--- config.mk ---
export PLATFORM = sky130hd
export DESIGN_NAME = stim_gen_flat
export DESIGN_NICKNAME = d
export VERILOG_FILES = /design/src/rtl/stim_if.sv /design/src/rtl/stim_gen.sv /design/src/flat_wrapper.sv
export SDC_FILE = /design/constraint.sdc
export NUM_CORES = 1
export LEC_CHECK = 0
export CELL_PAD_IN_SITES_DETAIL_PLACEMENT = 0
export CELL_PAD_IN_SITES_GLOBAL_PLACEMENT = 2
export CORE_MARGIN = 2
export CORE_UTILIZATION = 30
export DETAILED_ROUTE_END_ITERATION = 8
export HOLD_SLACK_MARGIN = 0.02
export PLACE_DENSITY = 0.69
export REMOVE_ABC_BUFFERS = 1
export SETUP_SLACK_MARGIN = 0.1
export SLEW_MARGIN = 0
export SYNTH_ARGS = -nofsm -noshare
export SYNTH_HDL_FRONTEND = slang
export SYNTH_SLANG_ARGS = --single-unit
--- constraint.sdc ---
create_clock -name clk -period 5.11 [get_ports clk]
set_input_delay 1.2775 -clock clk [delete_from_list [all_inputs] [get_ports clk]]
set_output_delay 1.2775 -clock clk [all_outputs]
set_load 0.02 [all_outputs]
--- src/rtl/stim_if.sv ---
// stim_if: spike-train output bundle between stim_gen and its consumers
interface stim_if;
  logic stim_out;
  modport master(output stim_out);
  modport slave(input stim_out);
endinterface

--- src/rtl/stim_gen.sv ---
// stim_gen: delayed, periodic, optionally bounded spike train on a registered output.
// Define STIM_LFSR_EN to gate each slot with a 16-bit Galois LFSR against THRESHOLD.
module stim_gen #(
  parameter int START_DELAY = 2,
  parameter int PERIOD = 5,
  parameter int WIDTH = 1,
  parameter int BURST_COUNT = 0,
  parameter int LFSR_SEED = 16'hACE1,
  parameter int THRESHOLD = 8'd128
) (
  input logic clk,
  input logic rst,
  stim_if.master s
);
  localparam logic [1:0] WAIT = 2'd0, HIGH = 2'd1, LOW = 2'd2, DONE = 2'd3;
  localparam logic [15:0] SD = 16'(START_DELAY), P_LAST = 16'(PERIOD - 1), W = 16'(WIDTH), BC = 16'(BURST_COUNT);
  if (START_DELAY < 0 || START_DELAY > 65535) begin : g_chk_delay
    $error("stim_gen: START_DELAY out of range");
  end
  if (PERIOD < 2 || PERIOD > 65536) begin : g_chk_period
    $error("stim_gen: PERIOD must be at least 2");
  end
  if (WIDTH < 1 || WIDTH >= PERIOD) begin : g_chk_width
    $error("stim_gen: WIDTH must satisfy 1 <= WIDTH < PERIOD");
  end
  if (BURST_COUNT < 0 || BURST_COUNT > 65535) begin : g_chk_burst
    $error("stim_gen: BURST_COUNT out of range");
  end
  if (THRESHOLD < 0 || THRESHOLD > 255) begin : g_chk_thr
    $error("stim_gen: THRESHOLD out of range");
  end
  if (LFSR_SEED < 0 || LFSR_SEED > 65535) begin : g_chk_seed
    $error("stim_gen: LFSR_SEED out of range");
  end
  logic [1:0] state = WAIT;
  logic [15:0] dly = '0;
  logic [15:0] phase = '0;
  logic [15:0] slot = '0;
  logic en = 1'b0;
  logic out = 1'b0;
  logic slot_en, start, last;
  logic [1:0] nstate;
  logic [15:0] nphase;
  logic nen;
`ifdef STIM_LFSR_EN
  localparam logic [7:0] TH = 8'(THRESHOLD);
  if (LFSR_SEED == 0) begin : g_chk_seed_nz
    $error("stim_gen: LFSR_SEED must be nonzero");
  end
  logic [15:0] lfsr = 16'(LFSR_SEED);
  always_ff @(posedge clk or negedge rst)
    if (!rst) lfsr <= 16'(LFSR_SEED);
    else lfsr <= {1'b0, lfsr[15:1]} ^ (lfsr[0] ? 16'hB400 : 16'h0000);
  assign slot_en = lfsr[7:0] < TH;
`else
  assign slot_en = 1'b1;
`endif
  // A slot starts either when the start delay has elapsed or when the phase wraps
  assign start = (state == WAIT && dly == SD) || ((state == HIGH || state == LOW) && phase == P_LAST);
  assign last = BURST_COUNT != 0 && slot == BC;
  always_comb begin
    nphase = start ? '0 : phase + 16'd1;
    nen = start ? slot_en : en;
    nstate = (state == DONE || (start && last)) ? DONE :
             (state == WAIT && !start) ? WAIT :
             (nen && nphase < W) ? HIGH : LOW;
  end
  always_ff @(posedge clk or negedge rst)
    if (!rst) begin
      state <= WAIT;
      dly <= '0;
      phase <= '0;
      slot <= '0;
      en <= 1'b0;
      out <= 1'b0;
    end else begin
      state <= nstate;
      out <= nstate == HIGH;
      en <= nen;
      if (state == WAIT && !start) dly <= dly + 16'd1;
      if (nstate == HIGH || nstate == LOW) phase <= nphase;
      if (start && !last && BURST_COUNT != 0) slot <= slot + 16'd1;
    end
  assign s.stim_out = out;
endmodule

--- src/flat_wrapper.sv ---
// flat-port wrapper written by rule: the top's interface ports become plain ports
module stim_gen_flat 
#(
  parameter int START_DELAY = 2,
  parameter int PERIOD = 5,
  parameter int WIDTH = 1,
  parameter int BURST_COUNT = 0,
  parameter int LFSR_SEED = 16'hACE1,
  parameter int THRESHOLD = 8'd128
)
  (clk, rst, s_stim_out);
  stim_if s_i ();
  input logic clk;
  input logic rst;
  output wire logic [$bits(s_i.stim_out)-1:0] s_stim_out;
  assign s_stim_out = s_i.stim_out;
  stim_gen #(.START_DELAY(START_DELAY), .PERIOD(PERIOD), .WIDTH(WIDTH), .BURST_COUNT(BURST_COUNT), .LFSR_SEED(LFSR_SEED), .THRESHOLD(THRESHOLD)) u_core (.clk(clk), .rst(rst), .s(s_i));
endmodule
* After elaboration in Yosys (flattened, before gate mapping)
Index checks and enable logic that the tools add are counted.
** Storage, ports and cells
- Output and inout bits :: 1
- Register bits after elaboration :: 36
- Word-level logic and storage cells :: 29
** Cells by class
- Mux-type cells :: 5
- Equality and inequality tests :: 7
- Magnitude comparators :: 1
- Reductions and logical operators :: 9
- Add/subtract/negate cells :: 2
** Operators with widths (count)
- $add 16x1->16 const B :: 2
- $eq 16x2->1 const B :: 1
- $eq 16x3->1 const B :: 1
- $lt 16x1->1 const B :: 1
- $mux 16 :: 1
- $eq 2x2->1 const B :: 3
- $mux 2 :: 3
- $eq 2x1->1 const B :: 2
- $logic_and 1x1->1 :: 4
- $logic_or 1x1->1 :: 3
- $logic_not 2->1 :: 1
- $logic_not 1->1 :: 1
- $mux 1 :: 1

* Logic depth before layout (Yosys ltp)
- Depth in word-level cells :: 12
- Mapped depth :: 10

* Worst setup path before layout
OpenSTA, ideal clock, no wires.
- Kind :: register -> register
- From :: register u_core.phase[1]
- To :: register u_core.state[1]
- Setup time :: 0.120 ns
- Required time :: 4.990 ns
- Period minus slack after synthesis :: 2.019 ns
- Path buffers :: 0
- Arrival time :: 1.899 ns
- Stages on the path, launching flop included :: 8
- Path slack :: 3.091 ns
- Path through :: dfrtp_1 > ha_1 > nand3_1 > nor4_1 > xor2_1 > nor4_2 > nand3_1 > a31o_1
** Between the ends
- Word-level cells in the longest chain between the ends :: 9
** RTL lines
- start, declared :: line stim_gen.sv:37 : logic [15:0] phase = '0;
- start signal, assigned :: line stim_gen.sv:81 : if (nstate == HIGH || nstate == LOW) phase <= nphase;
- parallel branches: the longest is 7 deep, another holds $add 16x1->16
- $mux 2 (*) :: line stim_gen.sv:65 : (state == WAIT && !start) ? WAIT :
- $mux 2 (*) :: line stim_gen.sv:64 : nstate = (state == DONE || (start && last)) ? DONE :
- named net u_core.nstate[1] :: line stim_gen.sv:42 : logic [1:0] nstate;
- end signal, assigned :: line stim_gen.sv:77 : state <= nstate;
- end, declared :: line stim_gen.sv:35 : logic [1:0] state = WAIT;
Mark *: on every way through the listed nets, which the timed path passes.
A chain may end at the register's enable or synchronous reset.

* Worst setup path in the final report
- From :: register u_core.state[0]
- To :: register u_core.phase[0]
** Between the ends
- Word-level cells in the longest chain between the ends :: 12
** RTL lines
- $eq 2x1->1 / $eq 2x2->1 (equally long branches) :: line stim_gen.sv:59 : assign start = (state == WAIT && dly == SD) || ((state == HIGH || state == LOW) && phase == P_LAST);
- $logic_or 1x1->1 :: line stim_gen.sv:59
- $logic_and 1x1->1 :: line stim_gen.sv:59
- $logic_or 1x1->1 :: line stim_gen.sv:59
- $mux 16 :: line stim_gen.sv:62 : nphase = start ? '0 : phase + 16'd1;
- $lt 16x1->1 :: line stim_gen.sv:66 : (nen && nphase < W) ? HIGH : LOW;
- $logic_and 1x1->1 :: line stim_gen.sv:66
- $mux 2 :: line stim_gen.sv:66
- $mux 2 :: line stim_gen.sv:65
- $mux 2 :: line stim_gen.sv:64
- $eq 2x1->1 / $eq 2x2->1 (equally long branches) :: line stim_gen.sv:81
- $logic_or 1x1->1 :: line stim_gen.sv:81
Parallel ways exist; a longest one is shown, timed or not.

==> metrics.md <==
| Metric | Value |
|---|---|
| Status | finished, final reports clean |
| Yosys warning total | 0 |
| Register area share after synthesis | 0.396 |
| Die width | 91.1 µm |
| Post_cts resized | 0 |
| Cell count of the worst hold path | 1 |
| Synth Register Bits | 36 |
| Top Metal Used | met4 |
| Total net switching power | 0.000119 W |
| Ys flop type | dfrtp_1 |
| Initial antenna violation count | 0 |
| Residual DRC | 0 |
| Kind of critical path | flop to flop |
| Compound-Gate Fraction of Synth Area | 0.108 |
| Reg2reg setup slack | approximately 2.3 ns |
| Mapped Area | 0.00228 mm² |
| Synth area leader | dfrtp_1 |
| Pwr dens | 213 mW/mm² |
| Clock Path Buffers | 2 |
| Dpl cell area | 0.00225 mm² |
| Rel. slew slack | 0.431 |
| Vias post-DR | roughly 1,800 |
| Fraction of layout cells with a size suffix above 1 | 0.0763 |
| FF-to-FF Start | u_core.state[0] |
| Crit path launch | u_core.state[0] |
| Starting density of the core | 0.312 |
| Root buffer cell | clkbuf_8 |
| Met2 WL | roughly 2200 µm |
| Filler cells | between 800 and 900 |
| Clock H-tree levels | 2 |
| Final setup fails | 0 |
| Async S/R FF share, synth | 1.00 |
| Clk network pwr share | 0.417 |
| DPL Wire Length | between 3000 and 4000 µm |
| Critical path's top delay family | simple AND/OR/NAND/NOR gates |
| Max-slew violation count | 0 |
| Area grow syn2layout | 2.86% |
| CTS Hold Buffers Added | 0 |
| CP Launch Type | flop |
| Synth cell types | 42 |
| Hold Vio Cnt, Final | 0 |
| CTS tree | yes |
| Min cycle time layout | 2.76 ns |
| Wire per inst | 15.6 µm |
| Synth Area in XOR/XNOR | 0.0847 |
| Worst Hold Class | flop to flop |
| Fin nets | between 200 and 250 |
| Static leakage | between 0.9 and 1 nW |
| DR WL met3 | 230 µm |
| RePlAce Congestion | 0.732 |
| Antenna Nets Post-Route | 0 |
| WP buf/inv | 1 |
| Vias per Instance | ~5.2 |
| Hold EP | u_core.en |
| Multiplexer share of the synthesized area | 0.0132 |
| Adder-cell share of the synthesized area | 0.0330 |
| Initial DRC Count | 184 |
| Chip Height | 91.1 µm |
| Post-CTS setup buffer count | 0 |
| Worst-Margin Slew | between 0.8 and 0.9 ns |
| CTS Sinks | 36 |
| Comb pwr share | 0.012 |
| Reg2reg path depth | 8 |
| Vias in the first global route | 1,689 |
| # rows | 31 |
| Most common cell after layout, fill and taps aside | dfrtp_1 |
| Max incr delay on CP | 0.54 ns |
| Sw frac | 0.238 |
| Die ar. | 0.00830 mm² |
| Pre-antenna DRT Iters | 6 |
| Seq pwr share | 0.571 |
| Internal | 0.000380 W |
| Clock skew | 0.00525 ns |
| # diodes | 0 |
| CP Data Required Time | ~5.3 ns |
| Max Cap Viol | 0 |
| Synth area leaders | dfrtp_1, xnor2_1, o21ai_0 |
| Fmax | 0.362 GHz |
| Peak VDD IR | 0.000113 V |
| Syn Area/Cell | 9.40 µm² |
| Hold_sp | u_core.en |
| Post-Synth Simple-Gate Area | 0.278 |
| Critical-path cell list | inv_1, ha_1, nor4b_1, nand4_1, nand2_1, nor2_1, nand2_1, mux2i_1 |
| Number of flops mapped to enable cells by yosys | 0 |
| Most frequent cells in the layout | dfrtp_1, nand2_1, o21ai_0 |
| DRT met1 WL | 2700 µm |
| Worst-path clk slew | 0.08 ns |
| Largest net degree at the start of global routing | 37 |
| IO Pins | 3 |
| Clk_lat worst skew | slightly below 0.3 ns |
| Final Cell Area | 0.00234 mm² |
| # port buffers | 2 |
| First-pass GRT wire length | 8910 µm |
| Crit-path slowest cell | nand2_1 |
| Post-Route Setup TNS | 0 ns |
| Post-synth top area share | 0.396 |
| Crit-path max FO | 17 |
| Placeable Area | 0.00729 mm² |
| Tcrit/Tclk final | 0.541 |
| Largest family of logic cells by synthesized area | simple AND/OR/NAND/NOR gates |
| Crit end category | flop |
| Routed WL | 5230 µm |
| Cells after Synth | approximately 240 |
| R2R Path End | u_core.phase[0] |
| Unrepaired setup endpoints after global routing | no |
| Gr usage total | 0.133 |
| Critical Path AT | 2.93 ns |
| Most used cell, CP | nand2_1 |
| Total gr overflow | 0 |
| Inserted Clock Buffers | 5 |
[layout make-up]
class,count,area (µm²),area share
clock inverters,3,18.8,0.00802
multi-input cells,180,1180,0.502
inverters,10,37.5,0.0160
clock buffers,5,68.8,0.0294
flip-flops and latches,36,901,0.385
repair buffers,2,15.0,0.00641
well taps,99,124,0.0529
[power by group through the flow]
stage	Combinational (W)	Sequential, W	Clock [W]
after floorplan	0.000000000457	0.000290	0
after global placement	0.00000660	0.000290	0
after detailed placement	0.00000661	0.000290	0
after CTS	0.00000664	0.000285	0.000215
after global routing	0.00000710	0.000285	0.000225
final	0.00000597	0.000285	0.000208
[through the flow]
step                      power (W)   util  worst slack [ns]  instances  hold slack [ns]
final                      0.000499  0.321              2.35        335            0.473
after global routing       0.000517  0.321              1.95        335            0.499
after CTS                  0.000506  0.321              2.36        335            0.481
after detailed placement   0.000297  0.309              2.38        327            0.461
after global placement     0.000297  0.309              2.35        327            0.462
after floorplan            0.000290      -              3.03        226            0.435
[sequential cells by signal (all words and copies together), names as in the netlist]
| name | flops |
|---|---|
| u_core.state | 2 |
| u_core.dly | 16 |
| u_core.phase | 16 |
| u_core.s.stim_out | 1 |
| u_core.en | 1 |
[cells in the mapped netlist (4+ instances only)]
| cell | n |
|---|---|
| nor3_1 | 7 |
| ha_1 | 6 |
| nand4_1 | 10 |
| buf_6 | 7 |
| xor2_1 | 4 |
| nor2_1 | 16 |
| dfrtp_1 | 36 |
| a31oi_1 | 4 |
| xnor2_1 | 18 |
| nand2_1 | 23 |
| nor4_1 | 10 |
| inv_1 | 10 |
| and3_1 | 6 |
| nand2b_1 | 5 |
| o21ai_0 | 22 |
| clkbuf_8 | 4 |
| nand3_1 | 13 |
| a21oi_1 | 7 |
[worst max-delay path by stage]
stage	endpoint	depth (start not counted)	slack [ns]
final	u_core.phase[0]	8	2.35
after global routing	u_core.phase[0]	8	1.95
after CTS	u_core.phase[0]	8	2.36
after detailed placement	u_core.phase[0]	8	2.38
after global placement	u_core.phase[4]	8	2.35
after floorplan	u_core.state[1]	7	3.03
[cell families after synthesis]
kind of cell	after synthesis
and+or+nand+nor	107
xor gates and xnor gates	22
muxes	3
adders and majority gates	6
DFF	36
AOI/OAI and AO/OA	42
buffers and inverters	26
[worst reg2reg max path: stages (launching register included)]
cell	delay [ns]
dfrtp_1	0.39
inv_1	0.06
ha_1	0.53
nor4b_1	0.38
nand4_1	0.15
nand2_1	0.54
nor2_1	0.29
nand2_1	0.21
mux2i_1	0.08
[metal layers]
| metal | vias to the layer above | GRT usage |
|---|---|---|
| met1 | 852 | 0.204 |
| met4 | 0 | 0.0417 |
| met2 | 37 | 0.194 |
| met3 | 5 | 0.0174 |
| li1 | 856 | - |
| met5 | - | 0 |
Note: power is estimated with default switching activity, not from simulation.
